===== src/rtl/bus_arbiter4.sv =====
// bus_arbiter4: four-requester round-robin arbiter for one shared 16-bit bus.
// An owner keeps the bus for at most MAX_BURST consecutive transfers while
// someone else is waiting. A lone requester keeps it indefinitely. Every
// output is registered, so req and data reach the outputs only at clock edges.
module bus_arbiter4 #(
    parameter int MAX_BURST = 4
) (
    input  logic        clock,
    input  logic        reset,
    input  logic [3:0]  req,
    input  logic [15:0] in1,
    input  logic [15:0] in2,
    input  logic [15:0] in3,
    input  logic [15:0] in4,
    output logic [3:0]  grant,
    output logic [1:0]  control,
    output logic [15:0] bus_out,
    output logic        bus_valid
);

    typedef enum logic {
        IDLE = 1'b0,
        OWN  = 1'b1
    } state_t;

    state_t      state_reg;
    logic [1:0]  last_owner_reg;
    logic [2:0]  burst_cnt_reg;

    logic [15:0] in_data [4];
    logic [1:0]  rot_idx [4];
    logic [3:0]  req_rot;
    logic        win_found;
    logic [1:0]  win_idx;
    logic        transfer;
    logic        burst_done;

    assign in_data[0] = in1;
    assign in_data[1] = in2;
    assign in_data[2] = in3;
    assign in_data[3] = in4;

    // Requests in search order. Slot 0 is last_owner+1, and slot 3 wraps back
    // to last_owner itself, so a lone requester can win again.
    generate
        for (genvar gi = 0; gi < 4; gi++) begin : g_rot
            assign rot_idx[gi] = last_owner_reg + 2'(gi + 1);
            assign req_rot[gi] = req[rot_idx[gi]];
        end
    endgenerate

    // Pick the first set request in rotation order (the lowest slot wins).
    always_comb begin
        win_found = 1'b0;
        win_idx   = last_owner_reg;
        for (int k = 3; k >= 0; k--) begin
            if (req_rot[k]) begin
                win_found = 1'b1;
                win_idx   = rot_idx[k];
            end
        end
    end

    // A transfer happens when the granted requester is still requesting.
    // burst_done means this cycle's transfer is the MAX_BURST-th one.
    assign transfer   = |(grant & req);
    assign burst_done = (burst_cnt_reg == 3'(MAX_BURST - 1));

    // Arbitration state machine with registered grant, select and data outputs.
    always_ff @(posedge clock) begin
        if (reset) begin
            state_reg      <= IDLE;
            grant          <= 4'b0000;
            control        <= 2'd0;
            bus_out        <= 16'h0000;
            bus_valid      <= 1'b0;
            burst_cnt_reg  <= 3'd0;
            last_owner_reg <= 2'd3;
        end else begin
            bus_valid <= transfer;
            if (transfer) begin
                bus_out <= in_data[control];
            end

            case (state_reg)
                IDLE: begin
                    burst_cnt_reg <= 3'd0;
                    if (win_found) begin
                        state_reg      <= OWN;
                        grant          <= 4'b0001 << win_idx;
                        control        <= win_idx;
                        last_owner_reg <= win_idx;
                    end
                end
                OWN: begin
                    if (!req[control]) begin
                        // The owner has dropped its request. Hand the bus over
                        // directly, or go idle if nobody else is requesting.
                        burst_cnt_reg <= 3'd0;
                        if (win_found) begin
                            grant          <= 4'b0001 << win_idx;
                            control        <= win_idx;
                            last_owner_reg <= win_idx;
                        end else begin
                            state_reg <= IDLE;
                            grant     <= 4'b0000;
                        end
                    end else if (burst_done) begin
                        // The burst limit is reached. Hand over only if
                        // another requester is waiting; otherwise start a
                        // new burst for the same owner.
                        burst_cnt_reg <= 3'd0;
                        if (|(req & ~grant)) begin
                            grant          <= 4'b0001 << win_idx;
                            control        <= win_idx;
                            last_owner_reg <= win_idx;
                        end
                    end else begin
                        burst_cnt_reg <= burst_cnt_reg + 3'd1;
                    end
                end
                default: begin
                    state_reg <= IDLE;
                    grant     <= 4'b0000;
                end
            endcase
        end
    end

endmodule


===== config.mk =====
export PLATFORM = sky130hd
export DESIGN_NAME = bus_arbiter4
export DESIGN_NICKNAME = d
export VERILOG_FILES = /design/src/rtl/bus_arbiter4.sv
export SDC_FILE = /design/constraint.sdc
export NUM_CORES = 1
export LEC_CHECK = 0
export ABC_CLOCK_PERIOD_IN_PS = 2000
export CAP_MARGIN = 5
export CORE_AREA = 2 2 70 72
export CTS_BUF_LIST = sky130_fd_sc_hd__clkbuf_16
export DETAILED_ROUTE_END_ITERATION = 6
export DIE_AREA = 0 0 72 74
export PLACE_DENSITY = 0.88
export SLEW_MARGIN = 0
export SYNTH_ARGS = -nofsm -noshare
export SYNTH_HDL_FRONTEND = slang
export SYNTH_SLANG_ARGS = --single-unit

===== constraint.sdc =====
create_clock -name clock -period 2 [get_ports clock]
set_input_delay 0.4 -clock clock [delete_from_list [all_inputs] [get_ports clock]]
set_output_delay 0.4 -clock clock [all_outputs]
set_load 0.02 [all_outputs]

Word-level counts from Yosys, hierarchy flattened. Cells that the tools add are included.

Register bits after elaboration: 29. Latch bits: 0. Bits in writable memories: 0. Bits in read-only memories: 0. Input bits: 70. Output and inout bits: 23. Word-level logic and storage cells: 71. Memories: 0.

Add/sub/neg operators: 4. Multipliers: 0. Divide/modulo/power cells: 0. Order comparisons: 6. Equal/unequal tests: 4. Shift operators: 1. Mux-type cells: 40. Bitwise operators: 5. Reductions and logical operators: 4.

Operators by type and width (number): $bmux W16 S2 (1); $mux W16 (2); $mux W4 (5); $mux W2 (9); $lt A2 B3 Y1 const B (5); $mux W1 (11); $bmux W1 S2 (5); $and A4 B4 Y4 (2); $pmux W2 S2 (2); $pmux W4 S2 (1); $reduce_or A4 Y1 (2); $mux W3 (2); $pmux W3 S2 (1); $add A2 B2 Y2 const B (2); $not A4 Y4 (1); $shl A1 B2 Y4 const A (1); $add A3 B1 Y3 const B (1); $eq A3 B2 Y1 const B (1); $ge A3 B3 Y1 const B (1); $ne A3 B2 Y1 const B (1); $ne A3 B3 Y1 const B (1); $not A2 Y3 (1); $reduce_and A3 Y1 (1); $add A2 B1 Y2 const B (1); other kinds (4) (4).

Logic depth before layout (Yosys ltp).
Word-level depth: 11. Depth in mapped cells: 7. Depth with buffers taken out: 6.

Worst setup path after synthesis. Ideal clock, no wire load.

Path type: register to register. Start point: register control[1]. End point: register last_owner_reg[1]. Setup time: 0.145 ns. Arrival time: 1.637 ns. Data required time: 1.855 ns. Setup slack: 0.218 ns. Stages on the path, launching flop included: 6. Path buffers: 1. Period minus slack after synthesis: 1.782 ns. Path through: dfxtp_1 buf_6 mux4_2 a31o_1 a21oi_1 o21ai_1.

Cells in the longest elaborated chain, start to end: 4. Elaborated cells on any way between the ends: 7. Those cells by class: 2 x eq/ne; 4 x mux; 1 x reduce/logical.

RTL lines: start, declared (RTL line 16) `output logic [1:0] control,`; start signal, assigned (RTL line 91) `control <= win_idx;`; start signal, assigned (RTL line 102) `control <= win_idx;`; start signal, assigned (RTL line 115) `control <= win_idx;`; $bmux W1 S2 (*) (RTL line 96) `if (!req[control]) begin`; $mux W1 (implied by the code) (*) (RTL line 96); $mux W2 (tied with other cells) (RTL line 96); $pmux W2 S2 or $reduce_and A2 Y1 (tied branches); end signal, assigned (RTL line 92) `last_owner_reg <= win_idx;`; end signal, assigned (RTL line 103) `last_owner_reg <= win_idx;`; end signal, assigned (RTL line 116) `last_owner_reg <= win_idx;`; end, declared (RTL line 27) `logic [1:0] last_owner_reg;`.

Mark *: on every way between the ends. The rest lies on a longest branch, timed or not. The select of a mux whose other input is x is not followed. A chain may end at the register's enable or synchronous reset.

Worst setup path after layout.
Start point: input port req[1]. End point: register grant[2].

Cells in the longest elaborated chain, start to end: 10. Elaborated cells on any way between the ends: 30. Those cells by class: 3 x eq/ne; 1 x shift; 23 x mux; 1 x bitwise; 2 x reduce/logical.

RTL lines: start, declared (RTL line 10) `input logic [3:0] req,`; $bmux W1 S2 (RTL line 48) `assign req_rot[gi] = req[rot_idx[gi]];`; $mux W1 (implied by the code) (RTL line 48); $mux W2 (3 in series) (RTL line 57) `if (req_rot[k]) begin`; $shl A1 B2 Y4 (RTL line 90, 101, 114); $mux W4 (RTL line 113) `if (|(req & ~grant)) begin`; $mux W4 (RTL line 108) `end else if (burst_done) begin`; $mux W4 (RTL line 96); $pmux W4 S2 (RTL line 85) `case (state_reg)`; end signal, assigned (RTL line 90) `grant <= 4'b0001 << win_idx;`; end signal, assigned (RTL line 101) `grant <= 4'b0001 << win_idx;`; end signal, assigned (RTL line 114) `grant <= 4'b0001 << win_idx;`; end, declared (RTL line 15) `output logic [3:0] grant,`.

Parallel ways exist; a longest one is shown, timed or not. The select of a mux whose other input is x is not followed.

==> results.ini <==
[worst_setup_path]
worstPathArrival_ps=2040
cpMaxStageDelayCell=clkdlybuf4s50_1
r2r-end=last_owner_reg[0]$_SDFFE_PP1P_
cp-start-kind=primary input
crit_buf_inv=2
worstPathCellList=clkdlybuf4s50_1 > nor2b_1 > o41ai_4 > buf_4 > a31oi_4 > nand2_1 > o32ai_1
required_ps=2130
cp-startpoint=req[1]
crit_type=primary input to flop
crit_fanout=6
crit_end=grant[2]$_SDFFE_PP0P_
endpoint_kind=flop
max_stage_delay_ps=490
ff2ff_setup_slack_ps=350
crit_family=buffers and inverters
cp.depth=7
rr_startpoint=control[1]$_SDFFE_PP0P_
reg2reg_depth=4

[clock_tree]
cts_max_path_buffers=2
cts_root_buffer=clkbuf_16
cts-buffers-inserted=5
clkLatencyLatePin_ps=260
path_clk_slew_ps=50
htree_levels=2
cts_tree=built
cts.sinks=29

[logic_synthesis]
synth.avg_cell_area_um2=10.1
synthCells=164
yosysWarnings=0
netlist_area_mm2=0.00166
synth_nets=236
yosysSeqAreaShare_pct=35.0
synth-seq-cells=29
ys_types=39

[grt]
grt_max_degree=21
antenna_found_initial=0
grt-ovfl-total=0
grt_use_met2_pct=34.6
first_global_vias=1649
grt.total_usage_pct=17.9
grt_pass1_wl_um=7440
use_met1_pct=19.4
busiest_layer=met2
met3_usage_pct=5.01

[sta]
skew_ps=4.21
rsz0062_at_grt=no
hold_viol=0
worst-slew-pin-transition_ps=388
min_period_over_period_pct=95.1
relSlewSlack_pct=73.8
maxSlewViolCount=0
period_needed_ps=1900
setup_viol=0
finalSetupTns_ps=0
fmax_mhz=526

[routing]
post-route-drc-count=0
dr.pass1.iters=4
vias=1640
ant_nets=0
drt-total-wl_um=4690
via_per_inst=5.06
avgRoutedWirePerCell_um=14.5
drt-initial-drc-count=67

[floorplan]
fp.dieArea_mm2=0.00533
die_h_um=74
design.core.area_mm2=0.00460
start_util_pct=36.1
top_level_ports=93
die_w_um=72
row_count=25

[placed_design]
io_buffers=92
place_area_mm2=0.00272
globalplace.congestion=0.835
dp_hpwl_um=3790

[pwr]
ir_drop_mv=0.432
power.leakage_nw=1.05
power.density_mw_per_mm2=793

[outcome]
outcome=completed

[finish]
final_nets=341
area.growth.synth_to_final_pct=72.9
antennaDiodeCount=0
largest_reg_flops=16
design_area_mm2=0.00287
drive_above_1_share_pct=16.3

[run]
cap_viol_max_count=0

[worst_hold_path]
hold_path.class=flop to flop

-- routing by layer --
layer | up-vias | routed length (um)
met5 | - | 0
met4 | 0 | 18
met3 | 2 | 291
met2 | 48 | 2570
met1 | 778 | 1810
li1 | 812 | -
-- worst min-delay path by stage --
stage | startpoint | end | slack [ps] | cells past startpoint
2_1_floorplan | burst_cnt_reg[0]$_SDFF_PP0_ | burst_cnt_reg[0]$_SDFF_PP0_ | 400 | 1
3_3_place_gp | burst_cnt_reg[0]$_SDFF_PP0_ | burst_cnt_reg[0]$_SDFF_PP0_ | 410 | 1
3_5_place_dp | burst_cnt_reg[0]$_SDFF_PP0_ | burst_cnt_reg[0]$_SDFF_PP0_ | 410 | 1
4_1_cts | burst_cnt_reg[0]$_SDFF_PP0_ | burst_cnt_reg[0]$_SDFF_PP0_ | 420 | 1
5_1_grt | burst_cnt_reg[0]$_SDFF_PP0_ | burst_cnt_reg[0]$_SDFF_PP0_ | 460 | 1
6_report | burst_cnt_reg[0]$_SDFF_PP0_ | burst_cnt_reg[0]$_SDFF_PP0_ | 420 | 1
-- cell usage in the layout (no fill, tap or decap), drive strengths merged, types with 5 or more instances in the layout --
cell type / n
clkdlybuf4s50: 91
nand2: 36
dfxtp: 29
a21oi: 19
buf: 17
mux4: 17
nor2: 9
inv: 5
nand2b: 5
clkbuf: 5
nor2b: 5
-- per-stage QoR --
step / cells / total power [mW] / hold WS [ps] / setup slack (ps) / utilization [%]
finish: 324 / 2.27 / 415 / 97.3 / 62.3
global route: 324 / 2.39 / 457 / 9.04 / 62.3
CTS: 323 / 2.29 / 421 / 57.1 / 62.1
detailed placement: 315 / 1.61 / 415 / -206 / 59.1
global placement: 315 / 1.59 / 409 / -159 / 59.1
floorplan: 164 / 1.20 / 399 / 218 / -
-- cell type report --
cell class                 count  area, um^2
clock buffer                   5         125
tap                           54        67.6
timing repair buffer         109        1060
multi-input combinational    120        1000
inverter                       4        15.0
fill                         376        1730
clock inverter                 3        13.8
sequential                    29         581
-- worst register-to-register path, stage by stage (launching register included) --
cell,delay [ps]
dfxtp_1,390
mux4_2,590
a31oi_4,260
nand2_1,140
a2bb2oi_1,150
-- cell families after synthesis --
family                   after synthesis  share of synthesized area [%]
AND/OR/NAND/NOR                       65                           18.6
AO/OA/AOI/OAI                         36                           16.3
flip-flops                            29                           35.0
multiplexers                          17                           24.0
buffers and inverters                 15                           4.60
adder cells (fa/ha/maj)                2                           1.51
-- where the power goes --
group | internal, mW | switching (mW)
clock network | 0.449 | 0.230
registers | 0.659 | 0.0641
logic | 0.490 | 0.380
-- cell usage after synthesis, drive strengths merged --
| library cell | instances | area, um^2 |
|---|---|---|
| nand3 | 3 | 20.0 |
| nor2 | 9 | 36.3 |
| nand3b | 1 | 7.51 |
| o41ai | 1 | 27.5 |
| o32ai | 4 | 42.6 |
| a2bb2oi | 1 | 8.76 |
| a31o | 1 | 8.76 |
| ha | 2 | 25.0 |
| inv | 4 | 15.0 |
| nor4 | 1 | 6.26 |
| a311oi | 1 | 8.76 |
| nor2b | 5 | 38.8 |
| nand2b | 5 | 31.3 |
| or4 | 1 | 7.51 |
| clkbuf | 5 | 22.5 |
| dfxtp | 29 | 581 |
| a211oi | 1 | 7.51 |
| o311ai | 1 | 8.76 |
| or2 | 1 | 6.26 |
| nor3b | 1 | 7.51 |
| a22oi | 2 | 15.0 |
| and2 | 1 | 6.26 |
| o21a | 2 | 16.3 |
| a21oi | 19 | 95.1 |
| a31oi | 1 | 21.3 |
| nand2 | 36 | 135 |
| nor3 | 1 | 5.00 |
| buf | 6 | 38.8 |
| mux4 | 17 | 398 |
| o21ai | 2 | 10.0 |
-- what timing repair did --
item / CTS / global route
resized for setup: 0 / 1
setup endpoints to repair: 0 / 5
buffers inserted: 0 / 1
hold buffers: 0 / 0
Power figures use the tool's default switching activity.
